**src/rtl/seg_pkg.sv**
```systemverilog
`default_nettype none
// ============================================================================
//  Module      : seg_pkg
//  Description : Shared types and constants for the multiplexed hex display:
//                scan FSM state encoding, active-low 7-segment font table,
//                blank pattern and maximum digit count.
//  Revision    : 1.0 - initial release
// ============================================================================
package seg_pkg;

    // Largest supported digit count and the matching digit-index width
    localparam int MAX_DIGITS = 8;
    localparam int IDX_W      = 3;

    // All segments off (active-low), decimal point included
    localparam logic [7:0] SEG_BLANK = 8'hFF;

    // Scan controller states
    typedef enum logic [1:0] {
        IDLE = 2'd0,
        ON   = 2'd1,
        GAP  = 2'd2
    } scan_state_e;

    // Active-low glyphs, bit order {a,b,c,d,e,f,g}, indexed by nibble value
    localparam logic [6:0] SEG_FONT [16] = '{
        7'b0000001,  // 0
        7'b1001111,  // 1
        7'b0010010,  // 2
        7'b0000110,  // 3
        7'b1001100,  // 4
        7'b0100100,  // 5
        7'b0100000,  // 6
        7'b0001111,  // 7
        7'b0000000,  // 8
        7'b0001100,  // 9
        7'b0001000,  // A
        7'b1100000,  // b
        7'b0110001,  // C
        7'b1000010,  // d
        7'b0110000,  // E
        7'b0111000   // F
    };

    // Full segment byte {a..g, dp} for a nibble and an active-high dp request
    function automatic logic [7:0] seg_encode(input logic [3:0] nibble, input logic dp);
        return {SEG_FONT[nibble], ~dp};
    endfunction

endpackage
`default_nettype wire

```
**src/rtl/hex_scan_display_if.sv**
```systemverilog
`default_nettype none
// ============================================================================
//  Module      : hex_scan_display_if
//  Description : Bundle of the display controller's data/control inputs and
//                its segment/anode outputs. The master side feeds the value
//                to show; the slave side is the scan controller.
//  Revision    : 1.0 - initial release
// ============================================================================
interface hex_scan_display_if #(
    parameter int N_DIGITS = 8
);
    logic                  en;
    logic [4*N_DIGITS-1:0] num;
    logic [N_DIGITS-1:0]   dp;
    logic [N_DIGITS-1:0]   digit_en;
    logic                  load;
    logic [7:0]            seg;
    logic [N_DIGITS-1:0]   anode;
    logic                  frame_done;

    modport master (
        output en, num, dp, digit_en, load,
        input  seg, anode, frame_done
    );

    modport slave (
        input  en, num, dp, digit_en, load,
        output seg, anode, frame_done
    );
endinterface
`default_nettype wire

```
**src/rtl/seg_hex_font.sv**
```systemverilog
`default_nettype none
// ============================================================================
//  Module      : seg_hex_font
//  Description : Combinational hex nibble + decimal point to active-low
//                segment byte {a,b,c,d,e,f,g,dp}.
//  Revision    : 1.0 - initial release
// ============================================================================
module seg_hex_font
    import seg_pkg::*;
(
    input  wire  [3:0] i_nibble,
    input  wire        i_dp,
    output logic [7:0] o_seg
);

    // Table lookup of the glyph with the dp bit appended
    always_comb begin
        o_seg = seg_encode(i_nibble, i_dp);
    end

endmodule
`default_nettype wire

```
**src/rtl/hex_scan_display.sv**
```systemverilog
`default_nettype none
// ============================================================================
//  Module      : hex_scan_display
//  Description : Time-multiplexed hex display driver. Each digit is driven
//                for ON_CYCLES clocks followed by GAP_CYCLES all-off clocks.
//                New values are staged in a pending buffer and promoted to
//                the displayed (shadow) buffer only at frame boundaries.
//                Optional macro SEG_LZ_BLANK_EN blanks leading zero digits.
//  Revision    : 1.0 - initial release
// ============================================================================
module hex_scan_display
    import seg_pkg::*;
#(
    parameter int N_DIGITS   = 8,
    parameter int ON_CYCLES  = 100000,
    parameter int GAP_CYCLES = 1000
) (
    input  wire               clk,
    input  wire               rst_n,
    hex_scan_display_if.slave bus
);

    localparam int CNT_MAX_A = (ON_CYCLES > 2) ? ON_CYCLES : 2;
    localparam int CNT_MAX   = (GAP_CYCLES > CNT_MAX_A) ? GAP_CYCLES : CNT_MAX_A;
    localparam int CNT_W     = $clog2(CNT_MAX);
    localparam logic [CNT_W-1:0] ON_LAST  = CNT_W'(ON_CYCLES - 1);
    localparam logic [CNT_W-1:0] GAP_LAST = CNT_W'((GAP_CYCLES > 0) ? GAP_CYCLES - 1 : 0);
    localparam logic [IDX_W-1:0] LAST_IDX = IDX_W'(N_DIGITS - 1);
    localparam bit               HAS_GAP  = (GAP_CYCLES > 0);

    scan_state_e           state_q, state_d;
    logic [IDX_W-1:0]      idx_q, idx_d;
    logic [CNT_W-1:0]      cnt_q, cnt_d;
    logic [4*N_DIGITS-1:0] pend_num_q, pend_num_d;
    logic [N_DIGITS-1:0]   pend_dp_q, pend_dp_d;
    logic [4*N_DIGITS-1:0] shad_num_q, shad_num_d;
    logic [N_DIGITS-1:0]   shad_dp_q, shad_dp_d;
    logic [7:0]            seg_q, seg_d;
    logic [N_DIGITS-1:0]   anode_q, anode_d;

    logic                  w_slot_end;
    logic                  w_frame_done;
    logic [3:0]            w_nibble;
    logic                  w_dp;
    logic                  w_lz_blank;
    logic [7:0]            w_font_seg;
`ifdef SEG_LZ_BLANK_EN
    logic                  w_hi_zero;
`endif

    // State, buffers and registered pin drivers; reset blanks the pins at once
    always_ff @(posedge clk or negedge rst_n) begin
        if (!rst_n) begin
            state_q    <= IDLE;
            idx_q      <= '0;
            cnt_q      <= '0;
            pend_num_q <= '0;
            pend_dp_q  <= '0;
            shad_num_q <= '0;
            shad_dp_q  <= '0;
            seg_q      <= SEG_BLANK;
            anode_q    <= '1;
        end else begin
            state_q    <= state_d;
            idx_q      <= idx_d;
            cnt_q      <= cnt_d;
            pend_num_q <= pend_num_d;
            pend_dp_q  <= pend_dp_d;
            shad_num_q <= shad_num_d;
            shad_dp_q  <= shad_dp_d;
            seg_q      <= seg_d;
            anode_q    <= anode_d;
        end
    end

    // Scan sequencing, buffer staging and frame wrap detection
    always_comb begin
        state_d      = state_q;
        idx_d        = idx_q;
        cnt_d        = cnt_q;
        pend_num_d   = pend_num_q;
        pend_dp_d    = pend_dp_q;
        shad_num_d   = shad_num_q;
        shad_dp_d    = shad_dp_q;
        w_slot_end   = 1'b0;
        w_frame_done = 1'b0;

        if (bus.load) begin
            pend_num_d = bus.num;
            pend_dp_d  = bus.dp;
        end

        if (!bus.en) begin
            // Disable overrides everything; the pending buffer survives
            state_d = IDLE;
            idx_d   = '0;
            cnt_d   = '0;
        end else begin
            case (state_q)
                IDLE: begin
                    state_d    = ON;
                    idx_d      = '0;
                    cnt_d      = '0;
                    shad_num_d = pend_num_d;
                    shad_dp_d  = pend_dp_d;
                end
                ON: begin
                    if (cnt_q == ON_LAST) begin
                        if (HAS_GAP) begin
                            state_d = GAP;
                            cnt_d   = '0;
                        end else begin
                            w_slot_end = 1'b1;
                        end
                    end else begin
                        cnt_d = cnt_q + CNT_W'(1);
                    end
                end
                GAP: begin
                    if (cnt_q == GAP_LAST) begin
                        w_slot_end = 1'b1;
                    end else begin
                        cnt_d = cnt_q + CNT_W'(1);
                    end
                end
                default: begin
                    state_d = IDLE;
                end
            endcase

            if (w_slot_end) begin
                state_d = ON;
                cnt_d   = '0;
                if (idx_q == LAST_IDX) begin
                    // Frame wrap: promote pending (including a same-cycle load)
                    idx_d        = '0;
                    w_frame_done = 1'b1;
                    shad_num_d   = pend_num_d;
                    shad_dp_d    = pend_dp_d;
                end else begin
                    idx_d = idx_q + IDX_W'(1);
                end
            end
        end
    end

    // Select the nibble/dp of the digit that will be lit after this edge
    always_comb begin
        w_nibble   = 4'h0;
        w_dp       = 1'b0;
        w_lz_blank = 1'b0;
        for (int i = 0; i < N_DIGITS; i++) begin
            if (idx_d == IDX_W'(i)) begin
                w_nibble = shad_num_d[4*i +: 4];
                w_dp     = shad_dp_d[i];
            end
        end
`ifdef SEG_LZ_BLANK_EN
        // A digit is blank when it and every higher digit are zero with no dp;
        // digit 0 is never visited here so it always shows
        w_hi_zero = 1'b1;
        for (int i = N_DIGITS - 1; i >= 1; i--) begin
            w_hi_zero = w_hi_zero & (shad_num_d[4*i +: 4] == 4'h0) & ~shad_dp_d[i];
            if (idx_d == IDX_W'(i)) begin
                w_lz_blank = w_hi_zero;
            end
        end
`endif
    end

    seg_hex_font u_font (
        .i_nibble (w_nibble),
        .i_dp     (w_dp),
        .o_seg    (w_font_seg)
    );

    // Next pin values; outputs are lit only in ON, anode gated by digit_en
    always_comb begin
        seg_d   = SEG_BLANK;
        anode_d = '1;
        if (state_d == ON) begin
            seg_d = w_lz_blank ? SEG_BLANK : w_font_seg;
            for (int i = 0; i < N_DIGITS; i++) begin
                if ((idx_d == IDX_W'(i)) && bus.digit_en[i]) begin
                    anode_d[i] = 1'b0;
                end
            end
        end
    end

    assign bus.seg        = seg_q;
    assign bus.anode      = anode_q;
    assign bus.frame_done = w_frame_done;

endmodule
`default_nettype wire
```
**src/flat_wrapper.sv**
```systemverilog
// flat-port wrapper written by rule: the top's interface ports become plain ports
module hex_scan_display_flat import seg_pkg::*;
#(
    parameter int N_DIGITS   = 8,
    parameter int ON_CYCLES  = 100000,
    parameter int GAP_CYCLES = 1000
)
  (clk, rst_n, bus_en, bus_num, bus_dp, bus_digit_en, bus_load, bus_seg, bus_anode, bus_frame_done);
  hex_scan_display_if #(.N_DIGITS(N_DIGITS)) bus_i ();
  input  wire clk;
  input  wire rst_n;
  input wire logic [$bits(bus_i.en)-1:0] bus_en;
  input wire logic [$bits(bus_i.num)-1:0] bus_num;
  input wire logic [$bits(bus_i.dp)-1:0] bus_dp;
  input wire logic [$bits(bus_i.digit_en)-1:0] bus_digit_en;
  input wire logic [$bits(bus_i.load)-1:0] bus_load;
  output wire logic [$bits(bus_i.seg)-1:0] bus_seg;
  output wire logic [$bits(bus_i.anode)-1:0] bus_anode;
  output wire logic [$bits(bus_i.frame_done)-1:0] bus_frame_done;
  assign bus_i.en = bus_en;
  assign bus_i.num = bus_num;
  assign bus_i.dp = bus_dp;
  assign bus_i.digit_en = bus_digit_en;
  assign bus_i.load = bus_load;
  assign bus_seg = bus_i.seg;
  assign bus_anode = bus_i.anode;
  assign bus_frame_done = bus_i.frame_done;
  hex_scan_display #(.N_DIGITS(N_DIGITS), .ON_CYCLES(ON_CYCLES), .GAP_CYCLES(GAP_CYCLES)) u_core (.clk(clk), .rst_n(rst_n), .bus(bus_i));
endmodule
```
**config.mk**
```make
export PLATFORM = sky130hd
export DESIGN_NAME = hex_scan_display_flat
export DESIGN_NICKNAME = d
export VERILOG_FILES = /design/src/rtl/seg_pkg.sv /design/src/rtl/hex_scan_display_if.sv /design/src/rtl/seg_hex_font.sv /design/src/rtl/hex_scan_display.sv /design/src/flat_wrapper.sv
export SDC_FILE = /design/constraint.sdc
export NUM_CORES = 1
export LEC_CHECK = 0
export ABC_AREA = 1
export CAP_MARGIN = 20
export CORE_MARGIN = 2
export CORE_UTILIZATION = 44
export CTS_CLUSTER_SIZE = 14
export DETAILED_ROUTE_END_ITERATION = 7
export HOLD_SLACK_MARGIN = 0.03
export PLACE_DENSITY = 0.73
export SLEW_MARGIN = 20
export SYNTH_ARGS = -nofsm -noshare
export SYNTH_HDL_FRONTEND = slang
export SYNTH_SLANG_ARGS = --single-unit
export TNS_END_PERCENT = 50
```
**constraint.sdc**
```tcl
create_clock -name clk -period 3.41 [get_ports clk]
set_input_delay 0.8525 -clock clk [delete_from_list [all_inputs] [get_ports clk]]
set_output_delay 0.8525 -clock clk [all_outputs]
set_load 0.01 [all_outputs]
```
Word level (Yosys, flattened, before mapping)
Memories as Yosys holds them, arrays and structs flattened.
Cells that the tools add are included.

word-level totals
  flip-flop bits (word level) = 118
  bits in latches = 0
  RAM bits = 0
  ROM bits = 112
  input port bits = 52
  word-level logic and storage cells = 98
  memories = 1

operators by class
  add/subtract/negate cells = 2
  $mul = 0
  div/mod/pow operators = 0
  order comparisons = 1
  eq/ne operators = 15
  shifts and indexed selects = 0
  mux-type cells = 57
  bitwise gates (word level) = 2
  reduce and logical (&&, ||, !) cells = 11

memories
  name              depth  width  read ports  clocked after Yosys merged registers in  wr ports  RTL line       RTL
  (name not given)  16     7      1           0                                        0         seg_pkg.sv:47  return {SEG_FONT[nibble], ~dp};

operators by type and width
  operator                                                   number
  two-way mux 32 bit                                         5
  two-way mux 17 bit                                         4
  two-way mux 8 bit                                          7
  case mux 17 bit (3 select lines)                           1
  two-way mux 4 bit                                          8
  two-way mux 1 bit                                          22
  adder 17 x 1 -> 17 bit (second input constant)             1
  equality test 17 x 10 -> 1 bit (second input constant)     1
  equality test 17 bit (second input constant)               1
  equality test 3 bit (second input constant)                5
  two-way mux 7 bit                                          2
  two-way mux 3 bit                                          4
  logical AND 1 bit                                          8
  equality test 3 x 2 -> 1 bit (second input constant)       2
  two-way mux 2 bit                                          3
  case mux 2 bit (3 select lines)                            1
  greater-or-equal comparator 5 bit (second input constant)  1
  inequality test 5 x 1 -> 1 bit (second input constant)     1
  NOT 4 -> 5 bit                                             1
  equality test 2 x 1 -> 1 bit (second input constant)       2
  inequality test 4 bit (second input constant)              1
  adder 3 x 1 -> 3 bit (second input constant)               1
  equality test 3 x 1 -> 1 bit (second input constant)       1
  zero test 3 bit                                            1
  other kinds (4)                                            4

Logic depth before layout (Yosys ltp)
  depth after elaboration = 20
  gate-level depth with buffers = 23
  depth with buffers taken out = 22

Cells and area by module
A second synthesis with hierarchy kept.

unflattened totals
  cell total of the unflattened synthesis = 639
  area total of the unflattened synthesis = 5823.1 um^2

modules (own cells, without submodules)
  module            times used  cells an instance  area an instance (um^2)  sequential area each (um^2)
  hex_scan_display  1           589                5532.8                   2972.9
  seg_hex_font      1           50                 290.3                    0.0

Least setup slack after synthesis
Ideal clock, no wire load.

  path kind = input-to-reg
  start = in bus_load
  end = reg u_core.seg_q[4], in the netlist u_core.bus.seg[4]
  arrival time = 2.645 ns
  setup slack = 0.702 ns
  cell stages on the path = 15
  cell sequence = inv_1 buf_2 buf_2 buf_1 nand2_1 a31oi_1 nand2_1 nand4_2 inv_2 ha_1 inv_1 nand2_1 nand2_1 nand2_1 nand3_1

between the ends
  elaborated cells between the ends (all ways) = 18

RTL lines
  what                                                      RTL line                 RTL
  start, declared                                           flat_wrapper.sv:16       input wire logic [$bits(bus_i.load)-1:0] bus_load;
  two-way mux 32 bit (*)                                    hex_scan_display.sv:88   if (bus.load) begin
  two-way mux 32 bit                                        hex_scan_display.sv:99   case (state_q)
  two-way mux 32 bit                                        hex_scan_display.sv:134  if (idx_q == LAST_IDX) begin
  two-way mux 32 bit (*)                                    hex_scan_display.sv:131  if (w_slot_end) begin
  two-way mux 32 bit (*)                                    hex_scan_display.sv:93   if (!bus.en) begin
  named net u_core.shad_num_d[28]                           hex_scan_display.sv:36   logic [4*N_DIGITS-1:0] shad_num_q, shad_num_d;
  two-way mux 4 bit (*)                                     hex_scan_display.sv:153  if (idx_d == IDX_W'(i)) begin
  NOT 4 -> 5 bit (implied by the code) (*)                  seg_pkg.sv:47
  memory (16 x 7 bit) (*)                                   --
  two-way mux 7 bit (implied by the code) (*) (2 in a row)  seg_pkg.sv:47
  two-way mux 8 bit (*)                                     hex_scan_display.sv:181  if (state_d == ON) begin
  named net u_core.seg_d[4]                                 hex_scan_display.sv:38   logic [7:0] seg_q, seg_d;
  end signal, assigned                                      hex_scan_display.sv:71   seg_q <= seg_d;
  end, declared                                             hex_scan_display.sv:38

Mark *: on every way through the listed nets, which the timed path passes. The rest lies on a longest branch. The select of a mux whose other input is x is not followed.
A chain may end at the register's enable or synchronous reset.

Worst setup path after layout
  start = reg u_core.state_q[0]
  end = out bus_frame_done

between the ends
  longest elaborated chain between the ends = 5

ends and longest elaborated chain
  what                    RTL line                 RTL
  start, declared         hex_scan_display.sv:31   scan_state_e state_q, state_d;
  start signal, assigned  hex_scan_display.sv:64   state_q <= state_d;
  equality test 2 bit     hex_scan_display.sv:99
  two-way mux 1 bit       --
  two-way mux 1 bit       hex_scan_display.sv:93
  two-way mux 1 bit       hex_scan_display.sv:131
  two-way mux 1 bit       hex_scan_display.sv:93
  end, declared           flat_wrapper.sv:19       output wire logic [$bits(bus_i.frame_done)-1:0] bus_frame_done;

No other way between the ends. The select of a mux whose other input is x is not followed.

==> impl_results.md <==
- Status: finished, final reports clean
- Setup Crit Path Kind: reg -> out
- Core area: 13240 sq um
- Vias in the first global route: 4730
- Global route overflow: 0
- Pre-CTS setup slack: 0.04458 ns
- Nets@finish: 862
- Placed Cells: 953
- Vias: 4780
- Cells after synthesis: 706
- Fin crit share: 93.84%
- Chip width: 120.6 microns
- Hold WC Path Type: in -> async
- Net count after synthesis: 771
- Most common cell in the netlist: nand2_1
- IO Count: 69
- Post-synth EDFFs: 0
- Crit path DAT: 2.35 ns
- Ant. Diodes: 0
- GRT Util Overall: 20.06%
- Clock Latency Late Sink: 0.42 ns
- DRC errors left: 0
- Routability-driven placement congestion ratio: 0.8779
- Post-synth cell types: 48
- Starting Density: 45.14%
- CTS buffer count: 17
- Initial antenna violation count: 0
- Top post-synthesis cells by area: dfrtp_1, nand2_1, dfstp_2
- Post-DR vias/cell: 4.848
- Max-cap violation count: 0
- Share of cells above drive strength 1: 16.67%
- Worst vdd rail ir drop: 0.3600 mV
- Fillers: 1196
- PD cells: 522.8 nW/um^2
- Clock sink count: 118
- Startpoint types: register
- Commonest cells in the netlist: nand2_1, dfrtp_1, inv_1
- Finished Layout Cells: 986
- FP Rows: 42
- Final WS setup: 0.2100 ns
- Final ANT Viol Nets: 0
- Setup violations, final: 0
- Area delta synth->final: 26.71%
- Iteration count of the initial detailed-routing pass: 5
- Final Max Tran Viols: 0
- Max-slew headroom: 58.07%
- Lkg Pwr: 0.003657 uW
- Clock Skew: 0.01415 ns
- YS warnings: 0
- Max Freq: 0.3125 GHz
- Worst path required time: 2.56 ns
- Post-synth top area cell: dfrtp_1
- Clk root buf: clkbuf_16
- Sequential share of the synthesized area: 49.73%
- DP Wirelength: 9666 microns
- Critical Path Sink Type: output pin
- Hold_buf cts: 0
- Synthesized cell area: 5978 sq um
- Least-Margin Pin Slew: 0.6290 ns
- Ys async rst share: 100.0%
- Register area: 2973 sq um
- CTS tree: yes
- Post-synth top flop: dfrtp_1
- PortBufs: 68
- Clock transition at path regs: 0.06 ns
- Max Buffers Root-to-Sink: 2
- Largest net degree at the start of global routing: 51
- Avg Cell Area, Syn: 8.468 sq um
- Area of the multi-input gates: 2566 sq um
- Critical Path Fanout Max: 4
- Drt initial violations: 387
- Htree depth: 4
- Fin. Hold Viols: 0
- Die Footprint: 14530 sq um
- First-pass GRT wire length: 22780 microns
- Minimum clock period: 3.200 ns
- Wirelength, routed: 13450 microns
- Synth Register Bits: 118
- Top cell type's share of synthesized area: 42.70%
- Die Span Y: 120.6 microns
- WL/cell: 13.64 microns
- Setup TNS: 0 ns
-- logic make-up after synthesis --
kind of cell             count (synthesis)  synth area share, %
AO/OA/AOI/OAI                           65                6.698
adder cells (fa/ha/maj)                 13                2.721
AND/OR/NAND/NOR                        404                32.46
buffers and inverters                   99                7.346
XOR/XNOR                                 6               0.8790
flip-flops                             118                49.73
multiplexers                             1               0.1674
-- per-layer routing --
| metal | routed length (microns) | GRT usage (%) |
|---|---|---|
| met5 | 0 | 0 |
| met4 | 248 | 6.759 |
| met3 | 647 | 5.613 |
| met2 | 6435 | 31.89 |
| met1 | 6121 | 26.50 |
-- cells in the final DEF, fill, tap and decap left out, types with 3 or more instances in the layout --
master	synthesis	routed
nand2_1	231	231
dfrtp_1	102	102
inv_1	71	71
clkdlybuf4s50_1	0	67
nor2_1	57	57
nand3_1	41	41
o21ai_0	22	22
buf_4	3	22
clkbuf_16	0	17
a31oi_1	16	16
dfstp_2	16	16
ha_1	13	13
nand4_1	12	12
nand2_2	10	10
or2_2	10	10
inv_2	7	7
a21oi_1	7	7
nor2_4	6	6
nor3_1	6	6
xor2_1	6	6
o22ai_1	6	6
nor2_2	5	5
nand3_4	5	5
nand3_2	5	5
nand4_2	4	4
clkinv_4	0	4
nand2_4	3	3
clkbuf_8	2	3
bufinv_16	0	3
buf_12	0	3
-- state kept, by name, indices dropped and copies added (netlist names) --
name and cells:
u_core.bus.seg 8, u_core.idx_q 3, u_core.state_q 2, u_core.bus.anode 8
u_core.pend_dp_q 8, u_core.cnt_q 17, u_core.pend_num_q 32, u_core.shad_num_q 32
u_core.shad_dp_q 8
-- where the power goes --
| part | switching, uW | internal (uW) |
|---|---|---|
| clock network | 627 | 1210 |
| registers | 37.7 | 1550 |
| logic | 323 | 221 |
| total | 987 | 2970 |
-- final timing paths --
kind / from / to / slack [ns] / depth (start not counted)
worst max-delay path: u_core.state_q[0] / bus_frame_done / 0.21 / 10
max in group asynchronous: rst_n / u_core.cnt_q[2] / 2.25 / 2
worst min register to register: u_core.pend_dp_q[3] / u_core.pend_dp_q[3] / 0.47 / 2
worst max register to register: u_core.state_q[0] / u_core.bus.seg[7] / 0.39 / 21
worst min-delay path: rst_n / u_core.pend_dp_q[5] / 0.47 / 1
min in group clk: u_core.pend_dp_q[3] / u_core.pend_dp_q[3] / 0.47 / 2
-- stage by stage --
step	hold WS (ns)	area [sq um]	util, %	power (uW)
2_1_floorplan	0.4334	5978	-	1927
3_3_place_gp	0.4485	6947	52.46	2135
3_5_place_dp	0.4541	6947	52.46	2146
4_1_cts	0.4665	7567	57.14	3989
5_1_grt	0.4835	7575	57.20	4149
6_report	0.4661	7575	57.20	3960
-- critical path: stages, from the launching register on --
cell and delay (ns):
dfrtp_1 0.41, inv_1 0.10, ha_1 0.19, nand2_1 0.06
nor2_1 0.11, nand2_1 0.06, nor2_2 0.15, nand4_2 0.11
buf_4 0.17, inv_1 0.05, clkdlybuf4s50_1 0.52
-- final cells by class --
class	count	area share (%)
multi-input cells	489	33.88
repair buffers	92	11.83
flip-flops and latches	118	39.25
inverters	79	3.948
clock inverters	11	1.982
clock buffers	21	6.211
well taps	176	2.907
-- what timing repair did --
| action | CTS | global route |
|---|---|---|
| endpoints found under the setup margin | 0 | 1 |
| gates resized for setup | 0 | 0 |
| setup buffers | 0 | 1 |
Note: power is estimated with default switching activity, not from simulation.
